### src/rtl/trng_pkg.sv
// Shared CRC-8 constants and the bit-serial fold used by the entropy conditioner.
package trng_pkg;

  localparam int CRC_WIDTH = 8;
  localparam logic [CRC_WIDTH-1:0] CRC_POLY = 8'h07;
  localparam int FOLD_MAX_W = 1024;

  // Folds data[width-1:0] into crc MSB-first; width must be a constant at the call site.
  function automatic logic [CRC_WIDTH-1:0] crc8_fold(
    input logic [CRC_WIDTH-1:0]  crc,
    input logic [FOLD_MAX_W-1:0] data,
    input int                    width
  );
    logic [CRC_WIDTH-1:0] c;
    logic                 fb;
    c = crc;
    for (int i = width - 1; i >= 0; i--) begin
      fb = c[CRC_WIDTH-1] ^ data[i];
      c  = {c[CRC_WIDTH-2:0], 1'b0} ^ (fb ? CRC_POLY : '0);
    end
    return c;
  endfunction

endpackage

### src/rtl/trng_rep_test.sv
// Repetition-count health test: flags REP_LIMIT identical consecutive bytes, sticky until reset.
// o_trip is combinational for the current byte so the caller can suppress that byte.
module trng_rep_test #(
  parameter int REP_LIMIT = 4
) (
  input  logic       i_clk,
  input  logic       i_reset,
  input  logic [7:0] i_byte,
  input  logic       i_byte_vld,
  output logic       o_trip,
  output logic       o_alarm
);

  localparam int CW = $clog2(REP_LIMIT + 1);
  localparam logic [CW-1:0] LIMIT = CW'(REP_LIMIT);

  logic [7:0]    prev_q;
  logic          have_prev_q;
  logic [CW-1:0] cnt_q;
  logic [CW-1:0] cnt_next;
  logic          match;

  always_comb begin
    match    = have_prev_q && (i_byte == prev_q);
    cnt_next = CW'(1);
    if (match) cnt_next = (cnt_q == LIMIT) ? cnt_q : cnt_q + 1'b1;
    o_trip   = i_byte_vld && (cnt_next == LIMIT);
  end

  always_ff @(posedge i_clk) begin
    if (i_reset) begin
      prev_q      <= '0;
      have_prev_q <= 1'b0;
      cnt_q       <= '0;
      o_alarm     <= 1'b0;
    end else if (i_byte_vld) begin
      prev_q      <= i_byte;
      have_prev_q <= 1'b1;
      cnt_q       <= cnt_next;
      if (o_trip) o_alarm <= 1'b1;
    end
  end

endmodule

### src/rtl/trng_conditioner.sv
// Compresses NSRC raw source words into independent CRC-8 bytes packed OUT_BYTES per word.
// One-cycle latency from last sample to o_valid; a word completing while o_valid & !i_ready is dropped and counted.
module trng_conditioner
  import trng_pkg::*;
#(
  parameter int NSRC             = 1,
  parameter int SRC_WIDTH        = 32,
  parameter int SAMPLES_PER_BYTE = 1,
  parameter int OUT_BYTES        = 1,
  parameter int GUARD_CYCLES     = 8,
  parameter int REP_LIMIT        = 4,
  parameter int OVF_WIDTH        = 8
) (
  input  logic                        i_clk,
  input  logic                        i_reset,
  input  logic                        i_sample_en,
  input  logic [NSRC*SRC_WIDTH-1:0]   i_sampled,
  input  logic                        i_bypass,
  output logic [8*OUT_BYTES-1:0]      o_dat,
  output logic                        o_valid,
  input  logic                        i_ready,
  output logic                        o_guard,
  output logic                        o_alarm,
  output logic [OVF_WIDTH-1:0]        o_overflow_cnt
);

  localparam int DW = NSRC * SRC_WIDTH;
  localparam int SW = $clog2(SAMPLES_PER_BYTE + 1);
  localparam int BW = (OUT_BYTES > 1) ? $clog2(OUT_BYTES) : 1;
  localparam int GW = (GUARD_CYCLES > 0) ? $clog2(GUARD_CYCLES + 1) : 1;
  localparam logic [SW-1:0] SAMP_LAST  = SW'(SAMPLES_PER_BYTE - 1);
  localparam logic [BW-1:0] BYTE_LAST  = BW'(OUT_BYTES - 1);
  localparam logic [GW-1:0] GUARD_LAST = GW'(GUARD_CYCLES - 1);

  logic [GW-1:0]          guard_cnt_q;
  logic [SW-1:0]          samp_cnt_q;
  logic [BW-1:0]          byte_idx_q;
  logic [CRC_WIDTH-1:0]   crc_q;
  logic                   byp_q;
  logic [8*OUT_BYTES-1:0] acc_q;

  logic [FOLD_MAX_W-1:0]  sample_ext;
  logic [CRC_WIDTH-1:0]   crc_seed;
  logic [CRC_WIDTH-1:0]   crc_next;
  logic [7:0]             byte_val;
  logic [8*OUT_BYTES-1:0] word_next;
  logic                   accept;
  logic                   first;
  logic                   byp_eff;
  logic                   byte_done;
  logic                   word_done;
  logic                   can_load;
  logic                   trip;

  assign sample_ext = FOLD_MAX_W'(i_sampled);

  always_comb begin
    accept    = i_sample_en && !o_guard;
    first     = (samp_cnt_q == '0);
    byp_eff   = first ? i_bypass : byp_q;
    crc_seed  = first ? '0 : crc_q;
    crc_next  = crc8_fold(crc_seed, sample_ext, DW);
    byte_done = accept && (samp_cnt_q == SAMP_LAST);
    byte_val  = byp_eff ? i_sampled[7:0] : crc_next;
    word_done = byte_done && (byte_idx_q == BYTE_LAST);
    word_next = acc_q;
    word_next[byte_idx_q*8 +: 8] = byte_val;
    can_load  = !o_valid || i_ready;
  end

  trng_rep_test #(.REP_LIMIT(REP_LIMIT)) u_rep_test (
    .i_clk      (i_clk),
    .i_reset    (i_reset),
    .i_byte     (byte_val),
    .i_byte_vld (byte_done),
    .o_trip     (trip),
    .o_alarm    (o_alarm)
  );

  always_ff @(posedge i_clk) begin
    if (i_reset) begin
      o_guard        <= (GUARD_CYCLES != 0);
      guard_cnt_q    <= '0;
      samp_cnt_q     <= '0;
      byte_idx_q     <= '0;
      crc_q          <= '0;
      byp_q          <= 1'b0;
      acc_q          <= '0;
      o_dat          <= '0;
      o_valid        <= 1'b0;
      o_overflow_cnt <= '0;
    end else begin
      if (i_sample_en && o_guard) begin
        guard_cnt_q <= guard_cnt_q + 1'b1;
        if (guard_cnt_q == GUARD_LAST) o_guard <= 1'b0;
      end

      if (accept) begin
        if (first) byp_q <= i_bypass;
        crc_q      <= crc_next;
        samp_cnt_q <= byte_done ? '0 : samp_cnt_q + 1'b1;
        if (byte_done) begin
          byte_idx_q <= word_done ? '0 : byte_idx_q + 1'b1;
          acc_q      <= word_done ? '0 : word_next;
        end
      end

      // The tripping byte and everything after it must never reach the consumer.
      if (o_alarm || trip) begin
        o_valid <= 1'b0;
      end else if (word_done && can_load) begin
        o_valid <= 1'b1;
        o_dat   <= word_next;
      end else if (o_valid && i_ready) begin
        o_valid <= 1'b0;
      end

      if (word_done && !can_load && !o_alarm && !trip && (o_overflow_cnt != '1))
        o_overflow_cnt <= o_overflow_cnt + 1'b1;
    end
  end

endmodule

### config.mk
export PLATFORM = sky130hd
export DESIGN_NAME = trng_conditioner
export DESIGN_NICKNAME = d
export VERILOG_FILES = /design/src/rtl/trng_pkg.sv /design/src/rtl/trng_rep_test.sv /design/src/rtl/trng_conditioner.sv
export SDC_FILE = /design/constraint.sdc
export NUM_CORES = 1
export LEC_CHECK = 0
export ABC_AREA = 1
export CAP_MARGIN = 20
export CELL_PAD_IN_SITES_DETAIL_PLACEMENT = 0
export CELL_PAD_IN_SITES_GLOBAL_PLACEMENT = 1
export CORE_ASPECT_RATIO = 1.75
export CORE_MARGIN = 2
export CORE_UTILIZATION = 34
export DETAILED_ROUTE_END_ITERATION = 16
export PLACE_DENSITY_LB_ADDON = 0.1
export SYNTH_ARGS = -nofsm -noshare
export SYNTH_HDL_FRONTEND = slang
export SYNTH_HIERARCHICAL = 1
export SYNTH_SLANG_ARGS = --single-unit
### constraint.sdc
create_clock -name i_clk -period 4.4 [get_ports i_clk]
set_clock_uncertainty 0.1 [all_clocks]
set_input_delay 0.88 -clock i_clk [delete_from_list [all_inputs] [get_ports i_clk]]
set_output_delay 0.88 -clock i_clk [all_outputs]
set_load 0.005 [all_outputs]
==> impl_metrics.json <==
{
  "path_delay_family": "buffers and inverters",
  "worst-endpoint-required_ps": 4550,
  "clkTransAtPathRegs_ps": 70,
  "io_pins": 56,
  "grt_first_pass_wirelength_mm": 21.5,
  "power_leakage_nw": 3.47,
  "antenna_found_initial": 0,
  "synth_cells": 658,
  "rsz0062_at_grt": "yes",
  "wl_per_cell_um": 14.6,
  "violations": "setup timing",
  "highest-signal-layer": "met4",
  "finalWorstSetupSlack_ps": -414,
  "clock.fmax_ghz": 0.208,
  "drive_gt1_frac": 0.513,
  "clk_latency_ps": 300,
  "timing.final.crit_share": 1.09,
  "dr_wl_met2_mm": 8.53,
  "cts_max_level": 2,
  "vias": 4795,
  "synth_ff_type": "dfxtp_1",
  "power_mw": 3.01,
  "wirelength_met1_mm": 4.68,
  "coreArea_sq_um": 11000,
  "synthArstFlopShare": 0,
  "drc_errors": 0,
  "areaGrowthSynthToFinish_pct": 87.3,
  "mostFrequentLayoutCells": "buf_4, nand2_1, inv_1",
  "crit_slowest_cell": "nand2_4",
  "seq_area_frac_synth": 0.242,
  "viasPerCell": 4.92,
  "io_buffer_count": 55,
  "finalCriticalPeriod_ps": 4810,
  "ant_nets": 0,
  "netlist_area_sq_um": 3800,
  "fp.dieH_um": 144,
  "cts.sinks": 46,
  "crit_top_cell": "buf_4",
  "drv_slew": 0,
  "synth_edf_count": 0,
  "placed_area_sq_um": 4830,
  "track_usage": 0.221,
  "cp_max_fo": 6,
  "wl_met3_um": 309,
  "dieArea_sq_um": 12100,
  "ys_seq_elements": 46,
  "n_antenna_cell": 0,
  "drv_cap": 0,
  "final.setup.tns_ps": -4450,
  "grt_max_degree": 22,
  "drt_pass1_iterations": 4,
  "critPathMaxStageDelay_ps": 140,
  "status": "finished with violations",
  "p_per_area_nw_per_um2": 423,
  "end_kind": "flip-flop",
  "design_area_sq_um": 7130,
  "ys_types": 38,
  "ys_warn_count": 6,
  "start_kind": "primary input",
  "first_global_vias": 4736,
  "clockBufferDepth": 2,
  "fillers": 949,
  "numCtsBuffers": 5,
  "avgSynthCellArea_sq_um": 5.78,
  "setup_violations": 18,
  "ir_worst_vdd_uv": 386,
  "arrival_ps": 4960,
  "root_buffer": "clkbuf_16",
  "hold_class": "flip-flop to flip-flop",
  "rows": 51,
  "dp_hpwl_mm": 9.16,
  "finalWeightedCongestion": 0.843,
  "die_width_um": 84.0,
  "hold_viol": 0,
  "start_util": 0.345,
  "path_class": "primary input to flip-flop",
  "layout_commonest_cell": "buf_4",
  "drt_iter0_drc": 151,
  "synth.net_count": 699,
  "cts_tree": "yes",
  "routed_wl_mm": 14.2,
  "nNetsFinal": 882,
  "ctsHoldBuffers": 0,
  "tightest_slew_ps": 683,
  "slew_headroom": 0.544,
  "timing.hold.ws_ps": 358,
  "grt_overflow": 0,
  "crit_buf_inv": 18
}
==> worst reg2reg max path, delay by kind of cell, from the launching register on <==
family,cells,cell delay (ps)
compound gates,1,90
xor+xnor,1,160
flops,1,350
buf+inv,18,2230
simple gates,18,1720
==> state kept, by name (all words and copies together), names as in the netlist <==
register / count
u_rep_test/prev_q: 8
guard_cnt_q: 4
u_rep_test/cnt_q: 3
o_valid: 1
crc_q: 8
samp_cnt_q: 1
byte_idx_q: 1
u_rep_test/have_prev_q: 1
u_rep_test/o_alarm: 1
o_guard: 1
o_overflow_cnt: 8
o_dat: 8
byp_q: 1
==> power by group <==
part           total (mW)  switching, mW  internal, mW
Sequential          0.420        0.00139         0.418
Combinational        2.19           1.12          1.07
Clock               0.399          0.182         0.217
==> timing repair <==
action,CTS,global route
buffers inserted,76,13
gates resized for setup,265,152
setup endpoints to repair,19,18
pin swaps,124,95
cloned,0,1
==> final cells by class <==
type	instances	area (sq um)	area share
Multi-Input combinational cell	483	3820	0.536
Inverter	120	488	0.0685
Timing Repair Buffer	185	1580	0.222
Clock buffer	5	125	0.0176
Sequential cell	46	922	0.129
Tap cell	132	165	0.0232
Clock inverter	3	26.3	0.00369
==> kinds of logic after synthesis <==
logic type,count (synthesis),synth area share
AOI/OAI and AO/OA,64,0.0934
xor gates and xnor gates,11,0.0322
adders and majority gates,4,0.0132
buffers and inverters,129,0.132
DFF,46,0.242
and+or+nand+nor,404,0.487
==> cells in the mapped netlist, types with 9 or more instances <==
cell,count,area [sq um]
nand3b_1,11,82.6
o21ai_1,9,45.0
inv_1,106,398
nor2_1,31,116
o21ai_0,18,90.1
dfxtp_1,46,921
nand3_1,79,395
nand2_1,222,833
inv_2,13,48.8
nand2_2,36,225
a21oi_1,24,120
==> stage by stage <==
| step | cells | setup slack (ps) | util |
|---|---|---|---|
| 3_5_place_dp | 879 | -1250 | 0.438 |
| 2_1_floorplan | 658 | -17.1 | - |
| 4_1_cts | 960 | -303 | 0.575 |
| 5_1_grt | 974 | -657 | 0.645 |
| 3_3_place_gp | 879 | -1200 | 0.438 |
| 6_report | 974 | -414 | 0.645 |
==> path summary, 6_finish.rpt <==
path,from,slack [ps],to,depth (start not counted)
setup / recovery,i_sampled[31],-410,crc_q[5],40
hold / removal,byp_q,360,byp_q,2
setup reg to reg,samp_cnt_q,-300,crc_q[5],38
hold reg to reg,byp_q,360,byp_q,2
==> layer usage <==
layer / vias up / track usage
met5: - / 0
met4: 0 / 0.126
met1: 2215 / 0.199
li1: 2429 / -
met2: 105 / 0.467
met3: 46 / 0.0178
Note: power is estimated with default switching activity, not from simulation.
